$ cat src/rtl/channel_error_injector.sv
// Channel-impairment stage between the convolutional encoder and the Viterbi decoder.
// It corrupts valid symbols in bypass, periodic, LFSR-random or burst mode, with one-cycle latency.
module channel_error_injector #(
  parameter int          PERIOD    = 8,
  parameter logic [15:0] LFSR_SEED = 16'hACE1,
  parameter int          CNT_W     = 16
) (
  input  logic             clk,
  input  logic             rst,
  input  logic [1:0]       mode_i,
  input  logic [7:0]       thresh_i,
  input  logic [3:0]       burst_len_i,
  input  logic             valid_i,
  input  logic [1:0]       d_in,
  output logic             valid_o,
  output logic [1:0]       d_out,
  output logic [1:0]       err_mask_o,
  output logic [CNT_W-1:0] sym_count_o,
  output logic [CNT_W-1:0] err_count_o
);

  localparam int             PW         = (PERIOD > 2) ? $clog2(PERIOD) : 1;
  localparam logic [PW-1:0]  PHASE_LAST = PW'(PERIOD - 1);

  typedef enum logic {S_IDLE, S_BURST} state_t;

  state_t        r_state;
  logic [3:0]    r_remaining;
  logic [15:0]   r_lfsr;
  logic [PW-1:0] r_phase;

  logic [15:0] w_lfsrNext;
  logic [3:0]  w_effLen;
  logic        w_phaseZero;
  logic        w_inject;
  logic [1:0]  w_mask;

  always_comb begin
    w_lfsrNext  = {1'b0, r_lfsr[15:1]} ^ (r_lfsr[0] ? 16'hB400 : 16'h0000);
    w_effLen    = (burst_len_i == 4'd0) ? 4'd1 : burst_len_i;
    w_phaseZero = (r_phase == '0);
    w_inject    = 1'b0;
    case (mode_i)
      2'd1:    w_inject = w_phaseZero;
      2'd2:    w_inject = (r_lfsr[7:0] < thresh_i);
      2'd3:    w_inject = (r_state == S_BURST) || w_phaseZero;
      default: w_inject = 1'b0;
    endcase
    w_mask = w_inject ? (r_lfsr[8] ? 2'b10 : 2'b01) : 2'b00;
  end

  // All per-symbol state moves only on valid symbols; idle cycles freeze everything but valid_o.
  always_ff @(posedge clk) begin
    if (rst) begin
      r_lfsr      <= LFSR_SEED;
      r_phase     <= '0;
      r_state     <= S_IDLE;
      r_remaining <= 4'd0;
      valid_o     <= 1'b0;
      d_out       <= 2'b00;
      err_mask_o  <= 2'b00;
      sym_count_o <= '0;
      err_count_o <= '0;
    end else begin
      valid_o <= valid_i;
      if (valid_i) begin
        r_lfsr     <= w_lfsrNext;
        r_phase    <= (r_phase == PHASE_LAST) ? '0 : r_phase + PW'(1);
        d_out      <= d_in ^ w_mask;
        err_mask_o <= w_mask;
        if (sym_count_o != '1)
          sym_count_o <= sym_count_o + CNT_W'(1);
        if (w_inject && (err_count_o != '1))
          err_count_o <= err_count_o + CNT_W'(1);

        // Leaving burst mode on any valid symbol abandons a burst in progress.
        if (mode_i != 2'd3) begin
          r_state     <= S_IDLE;
          r_remaining <= 4'd0;
        end else begin
          case (r_state)
            S_IDLE: begin
              if (w_phaseZero && (w_effLen > 4'd1)) begin
                r_state     <= S_BURST;
                r_remaining <= w_effLen - 4'd1;
              end
            end
            S_BURST: begin
              r_remaining <= r_remaining - 4'd1;
              if (r_remaining == 4'd1)
                r_state <= S_IDLE;
            end
            default: begin
              r_state     <= S_IDLE;
              r_remaining <= 4'd0;
            end
          endcase
        end
      end
    end
  end

endmodule

$ cat config.mk
export PLATFORM = sky130hd
export DESIGN_NAME = channel_error_injector
export DESIGN_NICKNAME = d
export VERILOG_FILES = /design/src/rtl/channel_error_injector.sv
export SDC_FILE = /design/constraint.sdc
export NUM_CORES = 1
export LEC_CHECK = 0
export CAP_MARGIN = 20
export CORE_AREA = 2 2 103 105
export CTS_CLUSTER_DIAMETER = 150
export DETAILED_ROUTE_END_ITERATION = 8
export DIE_AREA = 0 0 105 107
export GPL_ROUTABILITY_DRIVEN = 1
export PLACE_DENSITY_LB_ADDON = 0.08
export RECOVER_POWER = 100
export SETUP_SLACK_MARGIN = 0.4
export SYNTH_ARGS = -nofsm -noshare
export SYNTH_HDL_FRONTEND = slang
export SYNTH_SLANG_ARGS = --single-unit
$ cat constraint.sdc
create_clock -name clk -period 2.1 [get_ports clk]
set_input_delay 0.21 -clock clk [delete_from_list [all_inputs] [get_ports clk]]
set_output_delay 0.21 -clock clk [all_outputs]
set_load 0.1 [all_outputs]
==> metrics.txt <==
# TYPE chip_impl_metric gauge
chip_impl_metric{name="holdBufCountCts",unit=""} 0
chip_impl_metric{name="drive_above_1_share",unit="%"} 38.5
chip_impl_info{name="final_common_cell",value="sky130_fd_sc_hd__nor2_1"} 1
chip_impl_metric{name="core_ar",unit="um^2"} 10100
chip_impl_info{name="synth_top_cell_by_area",value="sky130_fd_sc_hd__dfxtp_1"} 1
chip_impl_metric{name="yosysSeqAreaShare",unit="%"} 40.8
chip_impl_metric{name="power_density_relative_to_cell_area",unit="nW/um^2"} 619
chip_impl_metric{name="worst_r2r_path_depth",unit=""} 9
chip_impl_metric{name="postSynthRegisterBits",unit=""} 61
chip_impl_metric{name="setup_violations",unit=""} 0
chip_impl_metric{name="floorplan.die.width",unit="um"} 105
chip_impl_metric{name="timing.clock.skew",unit="ps"} 11.6
chip_impl_metric{name="grtUsageTotal",unit="%"} 13.5
chip_impl_metric{name="postLayoutSetupSlackWorst",unit="ps"} 17.8
chip_impl_metric{name="min_period_over_period",unit="%"} 99.2
chip_impl_metric{name="die-height",unit="um"} 107
chip_impl_metric{name="vias_per_cell",unit=""} 4.77
chip_impl_metric{name="rows",unit=""} 37
chip_impl_info{name="critPathCapture",value="err_count_o[15]$_SDFFE_PP0P_"} 1
chip_impl_metric{name="num_vias",unit=""} 2783
chip_impl_metric{name="grt_max_degree",unit=""} 42
chip_impl_metric{name="irDropWorstVdd",unit="mV"} 0.390
chip_impl_metric{name="post-dp-hpwl",unit="um"} 5040
chip_impl_metric{name="synthesized_net_count",unit=""} 383
chip_impl_metric{name="yosys.area.top_type_share",unit="%"} 40.8
chip_impl_metric{name="grt_pass1_vias",unit=""} 2556
chip_impl_metric{name="drtPass1Iterations",unit=""} 4
chip_impl_metric{name="cts.reportedPaths.clkPinSlew",unit="ps"} 70
chip_impl_metric{name="nFillCells",unit=""} 1060
chip_impl_metric{name="detail_route.iter0.violations",unit=""} 51
chip_impl_metric{name="rrSetupSlack",unit="ps"} 20
chip_impl_info{name="timing.rr.end",value="err_count_o[15]$_SDFFE_PP0P_"} 1
chip_impl_metric{name="syn_to_final_growth",unit="%"} 47.2
chip_impl_metric{name="drc_violations_left",unit=""} 0
chip_impl_metric{name="dp.cells",unit=""} 548
chip_impl_info{name="r2r-start",value="r_lfsr[7]$_SDFFE_PP1P_"} 1
chip_impl_metric{name="maxSlewViolCount",unit=""} 0
chip_impl_metric{name="nets",unit=""} 477
chip_impl_metric{name="antenna_found_initial",unit=""} 0
chip_impl_metric{name="grt_first_pass_wirelength",unit="um"} 12200
chip_impl_metric{name="antenna_cells",unit=""} 0
chip_impl_info{name="unrepaired_setup_endpoints_after_global_routing",value="true"} 1
chip_impl_metric{name="drt.antenna.violating_nets",unit=""} 0
chip_impl_info{name="hold_class",value="input port to register"} 1
chip_impl_info{name="critical_path.startpoint",value="thresh_i[2]"} 1
chip_impl_metric{name="finalWirelength",unit="um"} 7510
chip_impl_metric{name="numCtsBuffers",unit=""} 9
chip_impl_metric{name="synth.lib_cells_used.distinct",unit=""} 43
chip_impl_metric{name="syn-cell-area",unit="um^2"} 2990
chip_impl_metric{name="place_ws",unit="ps"} -415
chip_impl_metric{name="maxCapViolations",unit=""} 0
chip_impl_metric{name="finish.instance_area",unit="um^2"} 4410
chip_impl_metric{name="clock_latency",unit="ps"} 340
chip_impl_metric{name="initial_utilization",unit="%"} 29.7
chip_impl_metric{name="share_of_flip_flops_with_an_asynchronous_set_or_reset",unit="%"} 0
chip_impl_info{name="cell_types_occupying_the_most_area_after_synthesis",value="sky130_fd_sc_hd__dfxtp_1 (41%), sky130_fd_sc_hd__nor2_1 (6.9%), sky130_fd_sc_hd__ha_1 (6.7%)"} 1
chip_impl_metric{name="synth-edff-count",unit=""} 0
chip_impl_metric{name="tightest_slew",unit="ps"} 1170
chip_impl_metric{name="power.static_leakage",unit="nW"} 1.71
chip_impl_metric{name="hold_viol",unit=""} 0
chip_impl_metric{name="dpl-instance-area",unit="um^2"} 3920
chip_impl_metric{name="max_freq",unit="GHz"} 0.480
chip_impl_info{name="cts_tree",value="done"} 1
chip_impl_metric{name="cp_max_fo",unit=""} 7
chip_impl_metric{name="place_congestion",unit=""} 0.752
chip_impl_metric{name="cts_max_path_buffers",unit=""} 2
chip_impl_metric{name="port_buffers",unit=""} 55
chip_impl_info{name="run_status",value="completed"} 1
chip_impl_info{name="critical_path_class",value="input port to register"} 1
chip_impl_info{name="cts.root.buffer_cell",value="sky130_fd_sc_hd__clkbuf_8"} 1
chip_impl_metric{name="instances_no_fill",unit=""} 583
chip_impl_metric{name="syn-instance-count",unit=""} 348
chip_impl_metric{name="clock_tree.htree_level_count",unit=""} 3
chip_impl_info{name="top_library_cells_by_usage_in_the_layout_fill_and_taps_aside",value="sky130_fd_sc_hd__nor2_1 (52), sky130_fd_sc_hd__buf_4 (44), sky130_fd_sc_hd__dfxtp_4 (27), sky130_fd_sc_hd__dfxtp_1 (24), sky130_fd_sc_hd__clkbuf_2 (19)"} 1
chip_impl_metric{name="gr-total-overflow",unit=""} 0
chip_impl_metric{name="post_synthesis_average_cell_area",unit="um^2"} 8.60
chip_impl_metric{name="cts_sinks",unit=""} 61
chip_impl_metric{name="timing.critical_path.required",unit="ps"} 2280
chip_impl_metric{name="slew_headroom",unit="%"} 22.2
chip_impl_metric{name="worst-endpoint-arrival",unit="ps"} 2260
chip_impl_metric{name="die_area",unit="um^2"} 11200
chip_impl_metric{name="wl_per_cell",unit="um"} 12.9
chip_impl_info{name="crit_path_end_kind",value="register"} 1
chip_impl_metric{name="io_pins",unit=""} 56
chip_impl_metric{name="yosysWarningCount",unit=""} 0
chip_impl_metric{name="finalCriticalPeriod",unit="ps"} 2080
chip_impl_info{name="timing.critical_path.from_type",value="input port"} 1
chip_impl_info{name="ys.flop_type",value="sky130_fd_sc_hd__dfxtp_1"} 1
-- metrics by stage --
step | setup TNS, ps | util, % | hold WS (ps) | total power, W
after floorplan | 0 | - | 414 | 0.00151
after global placement | -6980 | 38.9 | 448 | 0.00166
after detailed placement | -7500 | 38.9 | 457 | 0.00166
after CTS | 0 | 42.9 | 449 | 0.00274
after global routing | -559 | 43.7 | 426 | 0.00289
final | 0 | 43.7 | 416 | 0.00273
-- sequential cells by signal (all words and copies together) (netlist names) --
signal	cells
r_state	1
r_lfsr	16
r_remaining	4
valid_o	1
err_mask_o	2
r_phase	3
sym_count_o	16
err_count_o	16
d_out	2
-- final cells by class --
class,instances,area (um^2),area share (%)
Multi-Input combinational cell,253,1920,43.6
Timing Repair Buffer,99,722,16.4
Sequential cell,61,1340,30.3
Tap cell,136,170,3.86
Clock buffer,10,149,3.38
Clock inverter,6,43.8,0.993
Inverter,18,67.6,1.53
-- worst max-delay path, cell delays in order --
cell and delay (ps):
sky130_fd_sc_hd__clkdlybuf4s50_1 450, sky130_fd_sc_hd__inv_1 40, sky130_fd_sc_hd__ha_1 200, sky130_fd_sc_hd__a2111o_1 390, sky130_fd_sc_hd__a21oi_4 180, sky130_fd_sc_hd__buf_4 150, sky130_fd_sc_hd__o21ai_4 80, sky130_fd_sc_hd__buf_2 180
sky130_fd_sc_hd__o41ai_2 260, sky130_fd_sc_hd__a21oi_1 100
-- cell families (layout without fill, tap and decap cells) --
group	after synthesis	count (layout)	share of synthesized area, %
xor+xnor	23	23	6.73
mux	12	12	4.05
buf+inv	34	133	4.81
flops	61	61	40.8
fa+ha+maj	16	16	6.69
simple gates	132	132	21.8
compound gates	70	70	15.1
-- worst min-delay path by stage --
stage	start	end	cells past startpoint	slack, ps
finish	burst_len_i[0]	r_remaining[3]$_SDFFE_PP0P_	5	420
global route	burst_len_i[0]	r_remaining[3]$_SDFFE_PP0P_	5	430
CTS	rst	sym_count_o[14]$_SDFFE_PP0P_	2	450
detailed placement	r_lfsr[12]$_SDFFE_PP0P_	r_lfsr[11]$_SDFFE_PP1P_	1	460
global placement	r_lfsr[12]$_SDFFE_PP0P_	r_lfsr[11]$_SDFFE_PP1P_	1	450
floorplan	valid_i	r_lfsr[15]$_SDFFE_PP1P_	2	410
-- timing repair --
action	in CTS	in global routing
setup buffers	9	9
setup endpoints to repair	25	30
cloned	0	1
gates resized for setup	32	36
pin swaps	14	25
-- synth_stat cells (2+ instances only) --
| master | n |
|---|---|
| sky130_fd_sc_hd__a211o_1 | 7 |
| sky130_fd_sc_hd__a211oi_1 | 5 |
| sky130_fd_sc_hd__a21oi_1 | 21 |
| sky130_fd_sc_hd__a22oi_1 | 3 |
| sky130_fd_sc_hd__and3_1 | 5 |
| sky130_fd_sc_hd__and4_1 | 5 |
| sky130_fd_sc_hd__buf_6 | 2 |
| sky130_fd_sc_hd__clkbuf_1 | 13 |
| sky130_fd_sc_hd__dfxtp_1 | 61 |
| sky130_fd_sc_hd__ha_1 | 16 |
| sky130_fd_sc_hd__inv_1 | 18 |
| sky130_fd_sc_hd__mux2i_1 | 11 |
| sky130_fd_sc_hd__nand2_1 | 17 |
| sky130_fd_sc_hd__nand2b_1 | 2 |
| sky130_fd_sc_hd__nand3_1 | 11 |
| sky130_fd_sc_hd__nand4_1 | 8 |
| sky130_fd_sc_hd__nor2_1 | 55 |
| sky130_fd_sc_hd__nor2b_1 | 6 |
| sky130_fd_sc_hd__nor3_1 | 5 |
| sky130_fd_sc_hd__o211ai_1 | 3 |
| sky130_fd_sc_hd__o21ai_0 | 13 |
| sky130_fd_sc_hd__o21ai_1 | 3 |
| sky130_fd_sc_hd__o21bai_1 | 2 |
| sky130_fd_sc_hd__o31ai_1 | 3 |
| sky130_fd_sc_hd__o41ai_1 | 3 |
| sky130_fd_sc_hd__or2_2 | 2 |
| sky130_fd_sc_hd__or3_1 | 9 |
| sky130_fd_sc_hd__or4b_1 | 3 |
| sky130_fd_sc_hd__xnor2_1 | 14 |
| sky130_fd_sc_hd__xor2_1 | 9 |
-- layer usage --
metal / up-vias / share of wire, % / global-route usage [%]
met1: 1316 / 47 / 17.2
met5: - / 0 / 0
met2: 41 / 49 / 22.2
met3: 7 / 3.6 / 3.65
met4: 0 / 1.1 / 4.38
li1: 1419 / - / -
-- report_power, final --
group / total (W) / switching [W] / leakage [nW] / internal, W
clock: 0.00101 / 0.000502 / 0.0943 / 0.000504
sequential: 0.00121 / 0.0000393 / 0.522 / 0.00117
combinational: 0.000511 / 0.000285 / 1.09 / 0.000226
No activity file was read; power rests on OpenSTA's default activity.
